$ cat config.mk
export PLATFORM = sky130hd
export DESIGN_NAME = ghost_mover
export DESIGN_NICKNAME = d
export VERILOG_FILES = /design/src/rtl/ghost_pkg.sv /design/src/rtl/ghost_lfsr.sv /design/src/rtl/ghost_mover.sv
export SDC_FILE = /design/constraint.sdc
export NUM_CORES = 1
export LEC_CHECK = 0
export BUFFER_PORTS_ARGS = -buffer_cell sky130_fd_sc_hd__buf_4
export CAP_MARGIN = 5
export CORE_AREA = 4 4 99 101
export CTS_BUF_LIST = sky130_fd_sc_hd__clkbuf_4 sky130_fd_sc_hd__clkbuf_8 sky130_fd_sc_hd__clkbuf_16
export DETAILED_ROUTE_END_ITERATION = 6
export DIE_AREA = 0 0 103 105
export MAX_ROUTING_LAYER = met4
export PLACE_DENSITY = 0.87
export SLEW_MARGIN = 40
export SYNTH_ARGS = -nofsm -noshare
export SYNTH_HDL_FRONTEND = slang
export SYNTH_SLANG_ARGS = --single-unit
$ cat constraint.sdc
create_clock -name clk -period 20.3 [get_ports clk]
set_clock_uncertainty 0.2 [all_clocks]
set_input_delay 1.015 -clock clk [delete_from_list [all_inputs] [get_ports clk]]
set_output_delay 1.015 -clock clk [all_outputs]
set_load 0.005 [all_outputs]
$ cat src/rtl/ghost_pkg.sv
// Shared definitions for the ghost movement controller:
// heading encoding, mode encoding and LFSR taps.
package ghost_pkg;

  localparam logic [3:0] DIR_L = 4'b1000;
  localparam logic [3:0] DIR_U = 4'b0100;
  localparam logic [3:0] DIR_R = 4'b0010;
  localparam logic [3:0] DIR_D = 4'b0001;

  typedef enum logic [1:0] {
    MODE_RANDOM = 2'b00,
    MODE_CHASE  = 2'b01,
    MODE_FLEE   = 2'b10,
    MODE_FREEZE = 2'b11
  } mode_e;

  // taps 16,14,13,11 -> bits 15,13,12,10
  localparam logic [15:0] LFSR_TAPS = 16'hB400;

  function automatic logic [3:0] reverse_dir(
    input logic [3:0] d
  );
    return {d[1:0], d[3:2]};
  endfunction

endpackage

$ cat src/rtl/ghost_lfsr.sv
// Free-running 16-bit Fibonacci LFSR used as the
// ghost's random source.
import ghost_pkg::*;

module ghost_lfsr #(
  parameter logic [15:0] SEED = 16'hACE1
) (
  input  logic        clk,
  input  logic        rst,
  output logic [15:0] lfsr
);

  always_ff @(posedge clk) begin
    if (rst) lfsr <= SEED;
    else     lfsr <= {lfsr[14:0], ^(lfsr & LFSR_TAPS)};
  end

endmodule

$ cat src/rtl/ghost_mover.sv
// One ghost: position/heading registers plus the
// per-tick heading choice for each movement mode.
import ghost_pkg::*;

module ghost_mover #(
  parameter int          COORD_W   = 9,
  parameter int          VELOCITY  = 1,
  parameter int          START_X   = 240,
  parameter int          START_Y   = 240,
  parameter logic [3:0]  START_DIR = 4'b0100,
  parameter logic [15:0] LFSR_SEED = 16'hACE1
) (
  input  logic               clk,
  input  logic               rst,
  input  logic               move_tick,
  input  logic [1:0]         mode,
  input  logic [3:0]         pass,
  input  logic [COORD_W-1:0] p_x,
  input  logic [COORD_W-1:0] p_y,
  output logic [COORD_W-1:0] m_x,
  output logic [COORD_W-1:0] m_y,
  output logic [3:0]         dir,
  output logic               stepped,
  output logic               turned
);

  localparam logic [COORD_W-1:0] VEL =
    COORD_W'(VELOCITY);

  logic [15:0] lfsr;
  logic        unused_lfsr;

  ghost_lfsr #(.SEED(LFSR_SEED)) u_lfsr (
    .clk  (clk),
    .rst  (rst),
    .lfsr (lfsr)
  );

  assign unused_lfsr = ^lfsr[15:2];

  mode_e              mode_q;
  logic [3:0]         rev, cand_f, cand;
  logic [3:0]         c_hi, c_lo, c_mid;
  logic [2:0]         n_cand;
  logic [3:0]         rnd, seek, pick;
  logic [3:0]         h_pref, v_pref;
  logic [3:0]         pri, sec;
  logic [COORD_W-1:0] dx, dy, nx, ny;
  logic               active, go;

  assign mode_q = mode_e'(mode);
  assign rev    = reverse_dir(dir);
  assign cand_f = pass & ~rev;
  // dead end: fall back to reversing
  assign cand   = (|cand_f) ? cand_f : (pass & rev);
  assign n_cand = 3'($countones(cand));

  always_comb begin
    c_hi = '0;
    c_lo = '0;
    for (int i = 0; i < 4; i++)
      if (cand[i]) c_hi = 4'b0001 << i;
    for (int i = 3; i >= 0; i--)
      if (cand[i]) c_lo = 4'b0001 << i;
  end

  assign c_mid = cand & ~c_hi & ~c_lo;

  always_comb begin
    rnd = dir;
    if (!(|(pass & dir))) begin
      case (n_cand)
        3'd1: rnd = c_hi;
        3'd2: rnd = lfsr[0] ? c_lo : c_hi;
        3'd3: begin
          case (lfsr[1:0])
            2'd1:    rnd = c_mid;
            2'd2:    rnd = c_lo;
            default: rnd = c_hi;
          endcase
        end
        default: rnd = dir;
      endcase
    end
  end

  assign dx = (p_x > m_x) ? p_x - m_x : m_x - p_x;
  assign dy = (p_y > m_y) ? p_y - m_y : m_y - p_y;

  always_comb begin
    h_pref = '0;
    v_pref = '0;
    if (p_x > m_x)      h_pref = DIR_R;
    else if (p_x < m_x) h_pref = DIR_L;
    if (p_y > m_y)      v_pref = DIR_D;
    else if (p_y < m_y) v_pref = DIR_U;
    // fleeing wants the opposite of chasing
    if (mode_q == MODE_FLEE) begin
      h_pref = reverse_dir(h_pref);
      v_pref = reverse_dir(v_pref);
    end
    pri = (dx >= dy) ? h_pref : v_pref;
    sec = (dx >= dy) ? v_pref : h_pref;
    if (|(pri & cand))      seek = pri;
    else if (|(sec & cand)) seek = sec;
    else if (|(dir & cand)) seek = dir;
    else if (|cand)         seek = c_hi;
    else                    seek = dir;
  end

  always_comb begin
    pick   = dir;
    active = 1'b0;
    if (move_tick) begin
      unique case (mode_q)
        MODE_RANDOM: begin
          pick   = rnd;
          active = 1'b1;
        end
        MODE_CHASE, MODE_FLEE: begin
          pick   = seek;
          active = 1'b1;
        end
        MODE_FREEZE: ;
      endcase
    end
  end

  assign go = active && (|(pick & pass));

  always_comb begin
    nx = m_x;
    ny = m_y;
    if (go) begin
      unique case (1'b1)
        pick[3]: nx = m_x - VEL;
        pick[2]: ny = m_y - VEL;
        pick[1]: nx = m_x + VEL;
        pick[0]: ny = m_y + VEL;
        default: ;
      endcase
    end
  end

  always_ff @(posedge clk) begin
    if (rst) begin
      m_x     <= COORD_W'(START_X);
      m_y     <= COORD_W'(START_Y);
      dir     <= START_DIR;
      stepped <= 1'b0;
      turned  <= 1'b0;
    end else begin
      m_x     <= nx;
      m_y     <= ny;
      dir     <= pick;
      stepped <= go;
      turned  <= active && (pick != dir);
    end
  end

endmodule

==> impl_metrics.csv, run 1 <==
group,metric,value,unit
synthesis,synth_nets,713,
die,core,9020,um2
global_route,grt_pass1_wl,21500,um
pwr,p_leak,0.00254,uW
timing,min_period,7.67,ns
timing,period_share,37.8,%
timing,setup_viol,0,
timing,tightest_slew,0.688,ns
global_route,grt_pass1_vias,4529,
synthesis,netlist_area,5080,um2
setup_path,critPathMaxFanout,11,
die,rows,35,
synthesis,synth_warnings,0,
routing,drt_wl_total,13100,um
setup_path,start_kind,"input port",
synthesis,synth_edf_count,0,
die,dieWidth,103,um
clock_tree,clockRootBuffer,"clkbuf_8",
synthesis,synth_top_area_cell,"ha_1",
routing,dr.pass1.iters,5,
global_route,grt_antenna_before_repair,0,
run,max-cap-violations,0,
layout,fin_area,5580,um2
clock_tree,clockBufferDepth,2,
synthesis,async_flop_share,0,%
synthesis,ys_types,92,
routing,ant_nets,0,
place,portBuffers,50,
pwr,ir_drop,61.8,uV
hold_path,holdPathStages,1,
routing,via_count,4660,
setup_path,end_kind,"register",
timing,hold_viol_final,0,
timing,max_freq,0.130,GHz
clock_tree,cts.sinks,40,
clock_tree,insertion_delay,0.32,ns
layout,drive_above_1_share,18.3,%
synthesis,synthCells,612,
setup_path,r2r_start,"m_y[1]",
routing,via_per_inst,6.13,
timing,slew_viol_final,0,
clock_tree,tritoncts,"done",
die,initial_core_util,56.3,%
global_route,track_usage,24.8,%
pwr,power_density,107,nW/um2
die,dieArea,10800,um2
synthesis,synthTopCellsByArea,"ha_1 (17%), dfxtp_1 (16%), inv_1 (4.7%)",
global_route,grt_max_degree,32,
global_route,grt_overflow,0,
place,dp_hpwl,10200,um
routing,drc,0,
setup_path,r2r_end,"m_y[8]",
layout,area_growth,9.86,%
setup_path,rr_worst_depth,32,
synthesis,synth_seq_cells,40,
timing,relSlewSlack,53.4,%
routing,drtIter0Drc,318,
synthesis,avgSynthCellArea,8.30,um2
clock_tree,post_cts_resize_count,0,
setup_path,critPathSlowestCell,"a21boi_4",
clock_tree,cts.clk_slew.worst_paths,0.09,ns
die,fp.dieH,105,um
setup_path,critPathRequiredTime,20.34,ns
synthesis,yosysSeqAreaShare,15.8,%
setup_path,r2r_slack,13.08,ns
clock_tree,htreeDepth,2,
place,place_area,5460,um2
clock_tree,cts_made_buffers,5,
synthesis,synth_common_cells,"ha_1 (67), inv_1 (64), a21oi_1 (40), dfxtp_1 (40), nand2_1 (29)",
clock_tree,cts_setup_buffers,0,
layout,final_nets,749,
layout,fillers,780,
hold_path,hp-class,"register to register",
hold_path,min_from,"u_lfsr.lfsr[4]",
setup_path,arrival,7.72,ns
hold_path,hold_end,"u_lfsr.lfsr[5]",
routing,wl_per_cell,17.2,um
synthesis,synth_top_area_share,16.5,%
timing,rsz0062_at_grt,"false",
setup_path,slowest_delay,0.41,ns
timing,fin_setup_tns,0,ns
die,num_io_pins,51,
clock_tree,ctsHoldBuffers,0,
layout,antennaDiodeCount,0,
run_status,status,"complete, no violations",
setup_path,critPathKind,"input port to register",
synthesis,ys.flop_type,"dfxtp_1",
place,gp_congestion,0.946,
synthesis,synth_most_common_cell,"ha_1",
setup_path,crit_top_cell,"a21oi_1",
-- report_power, final --
| group | leakage [uW] | total (uW) | switching, uW | internal, uW |
|---|---|---|---|---|
| clock | 0.0000548 | 71.6 | 34.4 | 37.1 |
| combinational | 0.00216 | 416 | 237 | 179 |
| sequential | 0.000331 | 110 | 18.5 | 91.0 |
| total | 0.00254 | 597 | 290 | 307 |
-- cell type report --
| cell class | count | area, um2 | share of cell area, % |
|---|---|---|---|
| Multi-Input combinational cell | 482 | 3880 | 69.6 |
| Sequential cell | 40 | 801 | 14.4 |
| Inverter | 67 | 251 | 4.51 |
| Tap cell | 111 | 139 | 2.49 |
| Clock inverter | 3 | 46.3 | 0.830 |
| Timing Repair Buffer | 52 | 390 | 7.00 |
| Clock buffer | 5 | 68.8 | 1.23 |
-- layer usage --
metal | GRT usage, % | vias up | wire length [um]
li1 | - | 2281 | -
met1 | 31.4 | 2212 | 5730
met2 | 41.8 | 143 | 6490
met3 | 2.07 | 24 | 573
met4 | 6.94 | 0 | 268
met5 | - | - | 0
-- how the worst max path moves through the flow --
stage                      start  endpoint  cells after the start
after global placement    p_y[1]    m_y[8]                     34
after detailed placement  p_y[1]    m_y[8]                     34
after CTS                 p_y[1]    m_y[8]                     34
final                     p_y[1]    m_y[8]                     34
after global routing      p_y[1]    m_y[8]                     34
after floorplan           p_y[1]    m_y[8]                     35
-- placed cells by master, fill, tap and decap left out, types with 3 or more instances in the layout --
master     count
o21ai_0       19
a31oi_1        8
a311oi_1       3
o311ai_1       7
or2_2          9
o21ai_1       20
o2111ai_2      3
nor2b_1       16
o211ai_1       5
inv_2          3
o21a_1         5
a21oi_2        5
inv_1         64
a21o_1        12
xor2_1        14
nand4_1        6
ha_1          67
and3b_1        3
mux2_2         3
xnor2_1       17
a21boi_0       5
a21oi_1       40
nor3_1         8
nand3_1       21
clkbuf_8       5
dfxtp_1       40
buf_4         52
mux2i_1       17
a31oi_2        3
o22ai_1        3
nor2_1        24
fa_1           7
nand2b_1      15
a211oi_1       7
o31ai_1        4
o2111ai_1      3
and3_1         7
nand2_1       29
-- critical path, delay by kind of cell --
kind | cells | cell delay (ns)
and+or+nand+nor | 7 | 1.39
buffers and inverters | 3 | 0.36
muxes | 1 | 0.38
xor gates and xnor gates | 2 | 0.25
adders and majority gates | 3 | 0.91
AOI/OAI and AO/OA | 18 | 3.37
-- flip-flops by register name, summed over array words and instances (netlist names) --
signal       flops
m_y              9
dir              4
m_x              9
turned           1
u_lfsr.lfsr     16
stepped          1
-- stage by stage --
stage | util, % | std cells | setup slack, ns | hold WS [ns] | power, uW
6_report | 61.8 | 760 | 12.63 | 0.216 | 597
5_1_grt | 61.8 | 760 | 12.13 | 0.243 | 650
4_1_cts | 61.8 | 760 | 12.68 | 0.218 | 593
3_5_place_dp | 60.5 | 752 | 12.36 | 0.196 | 517
3_3_place_gp | 60.5 | 752 | 12.69 | 0.195 | 503
2_1_floorplan | - | 612 | 13.20 | 0.189 | 428
-- kinds of logic after synthesis --
group                    synth area share [%]
AO/OA/AOI/OAI                            29.0
flip-flops                               15.8
multiplexers                             4.24
adder cells (fa/ha/maj)                  19.3
AND/OR/NAND/NOR                          18.6
buffers and inverters                    7.86
XOR/XNOR                                 5.35
Note: power is estimated with default switching activity, not from simulation.
==> inputs of run 2 (changes only) <==
--- a/config.mk
+++ b/config.mk
@@ -7,12 +7,12 @@
 export LEC_CHECK = 0
 export BUFFER_PORTS_ARGS = -buffer_cell sky130_fd_sc_hd__buf_4
 export CAP_MARGIN = 5
-export CORE_AREA = 4 4 99 101
+export CORE_AREA = 4 4 102 104
 export CTS_BUF_LIST = sky130_fd_sc_hd__clkbuf_4 sky130_fd_sc_hd__clkbuf_8 sky130_fd_sc_hd__clkbuf_16
 export DETAILED_ROUTE_END_ITERATION = 6
-export DIE_AREA = 0 0 103 105
+export DIE_AREA = 0 0 106 108
 export MAX_ROUTING_LAYER = met4
-export PLACE_DENSITY = 0.87
+export PLACE_DENSITY = 0.86
 export SLEW_MARGIN = 40
 export SYNTH_ARGS = -nofsm -noshare
 export SYNTH_HDL_FRONTEND = slang
==> constraint.sdc (replaced) <==
create_clock -name clk -period 6.79 [get_ports clk]
set_clock_uncertainty 0.2 [all_clocks]
set_input_delay 0.3395 -clock clk [delete_from_list [all_inputs] [get_ports clk]]
set_output_delay 0.3395 -clock clk [all_outputs]
set_load 0.005 [all_outputs]
==> run 2 against run 1 <==
Sequential cell count unchanged. Hold slack got worse by 0.021 ns. Via count is 4.3% higher. Critical path depth decreased by 2. Routed wire length grew 3.2%. Sequential power rose to 2.9 times the previous value. First-iteration DRC count rose by 9.4%. Largest cell class unchanged. Largest power group unchanged.
==> impl_metrics.csv, run 2 (synthesis gave the netlist of run 1 again) <==
group,metric,value,unit
pwr,ir_drop,175,uV
place,portBuffers,50,
layout,drive_above_1_share,21.6,%
clock_tree,tritoncts,"done",
pwr,power_frac_comb,71.5,%
hold_path,min_from,"rst",
clock_tree,htreeDepth,2,
routing,wl_per_cell,16.9,um
timing,min_period,6.42,ns
setup_path,slowest_delay,0.43,ns
global_route,grt_max_degree,32,
place,place_area,5580,um2
layout,multi_input_area,3940,um2
pwr,p_sw_share,47.9,%
pwr,p_leak,0.00261,uW
layout,final_nets,763,
layout,final_cell_mix,"buf_4 (65), inv_1 (64), ha_1 (64), dfxtp_1 (39), a21oi_1 (37)",
setup_path,r2r_slack,0.37,ns
setup_path,arrival,6.46,ns
routing,drtIter0Drc,348,
hold_path,hold_end,"u_lfsr.lfsr[1]",
setup_path,start_kind,"register",
die,core,9550,um2
pwr,power_density,323,nW/um2
pwr,switchingPower,894,uW
clock_tree,insertion_delay,0.31,ns
setup_path,critPathSlowestCell,"ha_1",
hold_path,holdPathStages,2,
timing,slew_viol_final,0,
timing,worst_slack,0.371,ns
clock_tree,clockRootBuffer,"clkbuf_8",
pwr,clockPowerShare,11.3,%
place,gp_congestion,0.928,
timing,tightest_slew,0.811,ns
run_status,status,"complete, no violations",
hold_path,hp-class,"input port to register",
layout,largest_register_ffs,16,
routing,dr.pass1.iters,5,
layout,fin_area,5770,um2
place,dp_hpwl,10500,um
setup_path,critPathKind,"register to register",
global_route,grt_overflow,0,
pwr,seq_power_share,17.2,%
layout,regMostFlops,"u_lfsr.lfsr",
routing,ant_nets,0,
setup_path,crit_top_cell,"a21oi_1",
die,dieArea,11400,um2
clock_tree,cts.clk_slew.worst_paths,0.10,ns
die,initial_core_util,53.2,%
routing,drc,0,
layout,fillers,834,
pwr,internal-power,972,uW
setup_path,end_kind,"register",
layout,final_common_cell,"buf_4",
clock_tree,clockBufferDepth,2,
routing,via_per_inst,6.10,
global_route,grt_pass1_wl,21600,um
die,dieWidth,106,um
timing,hold_viol_final,0,
layout,largest_registers,"u_lfsr.lfsr (16), m_x (9), m_y (9)",
setup_path,r2r_start,"m_y[3]",
layout,area_growth,13.6,%
global_route,grt_pass1_vias,4786,
die,num_io_pins,51,
routing,via_count,4859,
run,max-cap-violations,0,
die,rows,36,
global_route,grt_antenna_before_repair,0,
timing,max_freq,0.156,GHz
global_route,track_usage,23.5,%
timing,fin_setup_tns,0,ns
layout,antennaDiodeCount,0,
setup_path,critPathRequiredTime,6.83,ns
layout,seq_area,802,um2
die,fp.dieH,108,um
setup_path,critPathMaxFanout,11,
place,pre_cts_ws,-0.0349,ns
clock_tree,cts_made_buffers,5,
pwr,design_power_total,1870,uW
clock_tree,cts.sinks,40,
timing,relSlewSlack,45.8,%
timing,period_share,94.5,%
routing,drt_wl_total,13500,um
setup_path,r2r_end,"m_y[8]",
setup_path,rr_worst_depth,32,
timing,setup_viol,0,
run 2: cell types whose count changed in the layout (fill, tap and decap cells not counted), moves of 2 or more:
cell / before / now
a21boi_1: 1 / 3
a21oi_1: 40 / 37
a21oi_2: 5 / 8
buf_4: 52 / 65
ha_1: 67 / 64
ha_4: 0 / 2
o21ai_0: 19 / 14
o21ai_1: 20 / 24
run 2: critical path: cells and delay by family, from the launching register on:
| family | cells | cell delay (ns) |
|---|---|---|
| XOR/XNOR | 2 | 0.23 |
| flip-flops | 1 | 0.36 |
| AO/OA/AOI/OAI | 18 | 2.55 |
| adder cells (fa/ha/maj) | 3 | 0.99 |
| multiplexers | 1 | 0.36 |
| AND/OR/NAND/NOR | 7 | 1.53 |
| buffers and inverters | 1 | 0.13 |
run 2: what timing repair did:
action                                  CTS  global route
buffers inserted                          0             1
resized for setup                         0            19
endpoints found under the setup margin    0             4
hold buffers                              0             0
run 2: cell type report:
| type | count | share of cell area [%] |
|---|---|---|
| clock buffer | 5 | 1.19 |
| clock inverter | 3 | 0.802 |
| inverter | 67 | 4.36 |
| multi-input combinational | 482 | 68.2 |
| sequential | 40 | 13.9 |
| tap | 133 | 2.88 |
| timing repair buffer | 66 | 8.65 |
run 2: routing by layer:
| layer | global-route usage (%) | up-vias | routed length [um] |
|---|---|---|---|
| li1 | - | 2314 | - |
| met1 | 26.3 | 2324 | 5560 |
| met2 | 41.5 | 176 | 6730 |
| met3 | 2.99 | 45 | 653 |
| met4 | 11.7 | 0 | 542 |
| met5 | - | - | 0 |
run 2: worst max path at each step:
stage,from,endpoint,slack [ns],cells after the start
detailed placement,p_y[1],m_y[8],-0.03,34
floorplan,p_y[1],m_y[8],0.36,35
global placement,p_y[1],m_y[8],0.19,34
global route,m_x[8],m_x[8],-0.007,31
CTS,m_y[1],m_y[8],0.02,32
finish,m_y[3],m_y[8],0.37,32
run 2: stage by stage:
step	cells	util (%)	hold WS [ns]
global placement	786	58.4	0.194
CTS	794	59.6	0.191
finish	796	60.4	0.196
global route	796	60.4	0.198
floorplan	612	-	0.189
detailed placement	786	58.4	0.199
run 2: power by group through the flow:
stage | Combinational, uW | Clock, uW | Sequential [uW]
final | 1330 | 212 | 320
after global routing | 1460 | 223 | 325
after CTS | 1290 | 216 | 319
after detailed placement | 1270 | 0 | 323
after global placement | 1230 | 0 | 322
after floorplan | 968 | 0 | 312
==> inputs of run 3 (changes only) <==
--- a/config.mk
+++ b/config.mk
@@ -7,10 +7,12 @@
 export LEC_CHECK = 0
 export BUFFER_PORTS_ARGS = -buffer_cell sky130_fd_sc_hd__buf_4
 export CAP_MARGIN = 5
-export CORE_AREA = 4 4 102 104
+export CELL_PAD_IN_SITES_DETAIL_PLACEMENT = 0
+export CELL_PAD_IN_SITES_GLOBAL_PLACEMENT = 2
+export CORE_AREA = 4 4 130 132
 export CTS_BUF_LIST = sky130_fd_sc_hd__clkbuf_4 sky130_fd_sc_hd__clkbuf_8 sky130_fd_sc_hd__clkbuf_16
 export DETAILED_ROUTE_END_ITERATION = 6
-export DIE_AREA = 0 0 106 108
+export DIE_AREA = 0 0 134 136
 export MAX_ROUTING_LAYER = met4
 export PLACE_DENSITY = 0.86
 export SLEW_MARGIN = 40
==> run 3 against run 2 <==
Register-to-register slack improved by 0.09 ns. Critical path depth fell by 1. Sequential cell count did not move. Design area rose by 4.1%. Worst setup slack improved by 0.088 ns. Critical path type unchanged.
==> impl_metrics.csv, run 3 (synthesis gave the netlist of run 1 again) <==
group,metric,value,unit
hold_path,hp-class,"register to register",
timing,period_share,93.2,%
setup_path,arrival,6.36,ns
place,portBuffers,50,
layout,final_nets,769,
layout,largest_register_ffs,16,
pwr,power_frac_comb,69.4,%
timing,hold_viol_final,0,
setup_path,slowest_delay,0.43,ns
die,initial_core_util,32.3,%
setup_path,r2r_slack,0.46,ns
routing,drt_wl_total,14500,um
layout,fin_util,38.2,%
pwr,p_sw_share,46.6,%
run_status,status,"complete, no violations",
clock_tree,cts.clk_slew.worst_paths,0.08,ns
global_route,grt_antenna_before_repair,0,
hold_path,min_from,"u_lfsr.lfsr[9]",
timing,fin_setup_tns,0,ns
routing,ant_nets,0,
clock_tree,htreeDepth,2,
routing,drtIter0Drc,209,
pwr,internal-power,1050,uW
run,max-cap-violations,0,
setup_path,r2r_end,"m_y[8]",
routing,via_per_inst,5.26,
die,fp.dieH,136,um
layout,largest_registers,"u_lfsr.lfsr (16), m_x (9), m_y (9)",
clock_tree,cts_made_buffers,5,
pwr,design_power_total,1970,uW
layout,instances_no_fill,885,
clock_tree,tritoncts,"done",
setup_path,rr_worst_depth,31,
global_route,grt_pass1_vias,4727,
setup_path,critPathKind,"register to register",
setup_path,critPathRequiredTime,6.82,ns
clock_tree,clockBufferDepth,2,
die,core,15700,um2
routing,drc,0,
global_route,grt_pass1_wl,24100,um
place,dp_hpwl,11500,um
global_route,track_usage,16.6,%
pwr,switchingPower,918,uW
pwr,clockPowerShare,14.8,%
routing,dr.pass1.iters,5,
clock_tree,cts.sinks,40,
hold_path,holdPathStages,1,
clock_tree,insertion_delay,0.29,ns
layout,regMostFlops,"u_lfsr.lfsr",
layout,final_common_cell,"buf_4",
pwr,ir_drop,139,uV
setup_path,start_kind,"register",
layout,final_cell_mix,"buf_4 (72), inv_1 (64), ha_1 (63), a21oi_1 (38), dfxtp_1 (38)",
timing,worst_slack,0.460,ns
pwr,p_leak,0.00267,uW
die,dieWidth,134,um
hold_path,hold_end,"u_lfsr.lfsr[10]",
die,num_io_pins,51,
layout,drive_above_1_share,22.6,%
timing,tightest_slew,0.656,ns
setup_path,crit_start,"m_y[6]",
pwr,seq_power_share,15.8,%
setup_path,end_kind,"register",
layout,antennaDiodeCount,0,
place,dp.cells,876,
clock_tree,clockRootBuffer,"clkbuf_16",
global_route,grt_overflow,0,
setup_path,critPathMaxFanout,6,
place,gp_congestion,0.901,
timing,slew_viol_final,0,
timing,relSlewSlack,55.6,%
pwr,power_density,328,nW/um2
die,rows,46,
routing,wl_per_cell,16.4,um
timing,max_freq,0.158,GHz
global_route,grt_max_degree,32,
timing,setup_viol,0,
timing,min_period,6.33,ns
setup_path,critPathSlowestCell,"or3_4",
layout,area_growth,18.3,%
place,pre_cts_ws,0.0311,ns
die,dieArea,18200,um2
routing,via_count,4656,
setup_path,r2r_start,"m_y[6]",
run 3: cell types whose count changed in the layout (fill, tap and decap cells not counted), sizes merged:
cell and delta:
buf +6
run 3: worst max-delay path: cells and delay by family (launching register included):
| kind | cells | cell delay (ns) |
|---|---|---|
| AOI/OAI and AO/OA | 13 | 1.79 |
| muxes | 1 | 0.30 |
| xor gates and xnor gates | 2 | 0.23 |
| adders and majority gates | 3 | 1.01 |
| buffers and inverters | 1 | 0.05 |
| DFF | 1 | 0.32 |
| and+or+nand+nor | 11 | 2.38 |
run 3: worst max path at each step:
stage,end,slack [ns],depth (start not counted)
floorplan,m_y[8],0.36,35
global placement,m_y[8],0.14,33
detailed placement,m_y[8],0.03,34
CTS,m_y[8],0.13,32
global route,m_y[7],-0.02,33
finish,m_y[8],0.46,31
run 3: per-stage QoR:
stage / cell area [um2] / hold WS (ns)
2_1_floorplan: 5080 / 0.189
3_3_place_gp: 5730 / 0.198
3_5_place_dp: 5730 / 0.193
4_1_cts: 5900 / 0.209
5_1_grt: 6010 / 0.215
6_report: 6010 / 0.207
run 3: metal layers:
metal  part of all wire, %  global-route usage, %  vias to the layer above
met3                   2.9                   1.81                       25
met5                     0                      -                        -
met4                   2.9                   6.17                        0
met2                    48                   28.1                       96
met1                    46                   20.4                     2211
li1                      -                      -                     2324
run 3: power by group through the flow:
stage | clock (uW) | combinational, uW | sequential [uW]
floorplan | 0 | 968 | 312
global placement | 0 | 1310 | 315
detailed placement | 0 | 1310 | 316
CTS | 303 | 1320 | 311
global route | 308 | 1540 | 317
finish | 292 | 1370 | 312
run 3: repair_timing:
item / CTS / global route
buffers inserted: 0 / 1
resized for setup: 0 / 23
setup endpoints to repair: 0 / 5
hold buffers: 0 / 0
run 3: cell type report:
| class | count | area, um2 |
|---|---|---|
| inverters | 67 | 251 |
| flip-flops and latches | 40 | 803 |
| well taps | 216 | 270 |
| clock buffers | 5 | 125 |
| clock inverters | 3 | 46.3 |
| fillers | 1628 | 9710 |
| multi-input cells | 482 | 3970 |
| repair buffers | 72 | 541 |
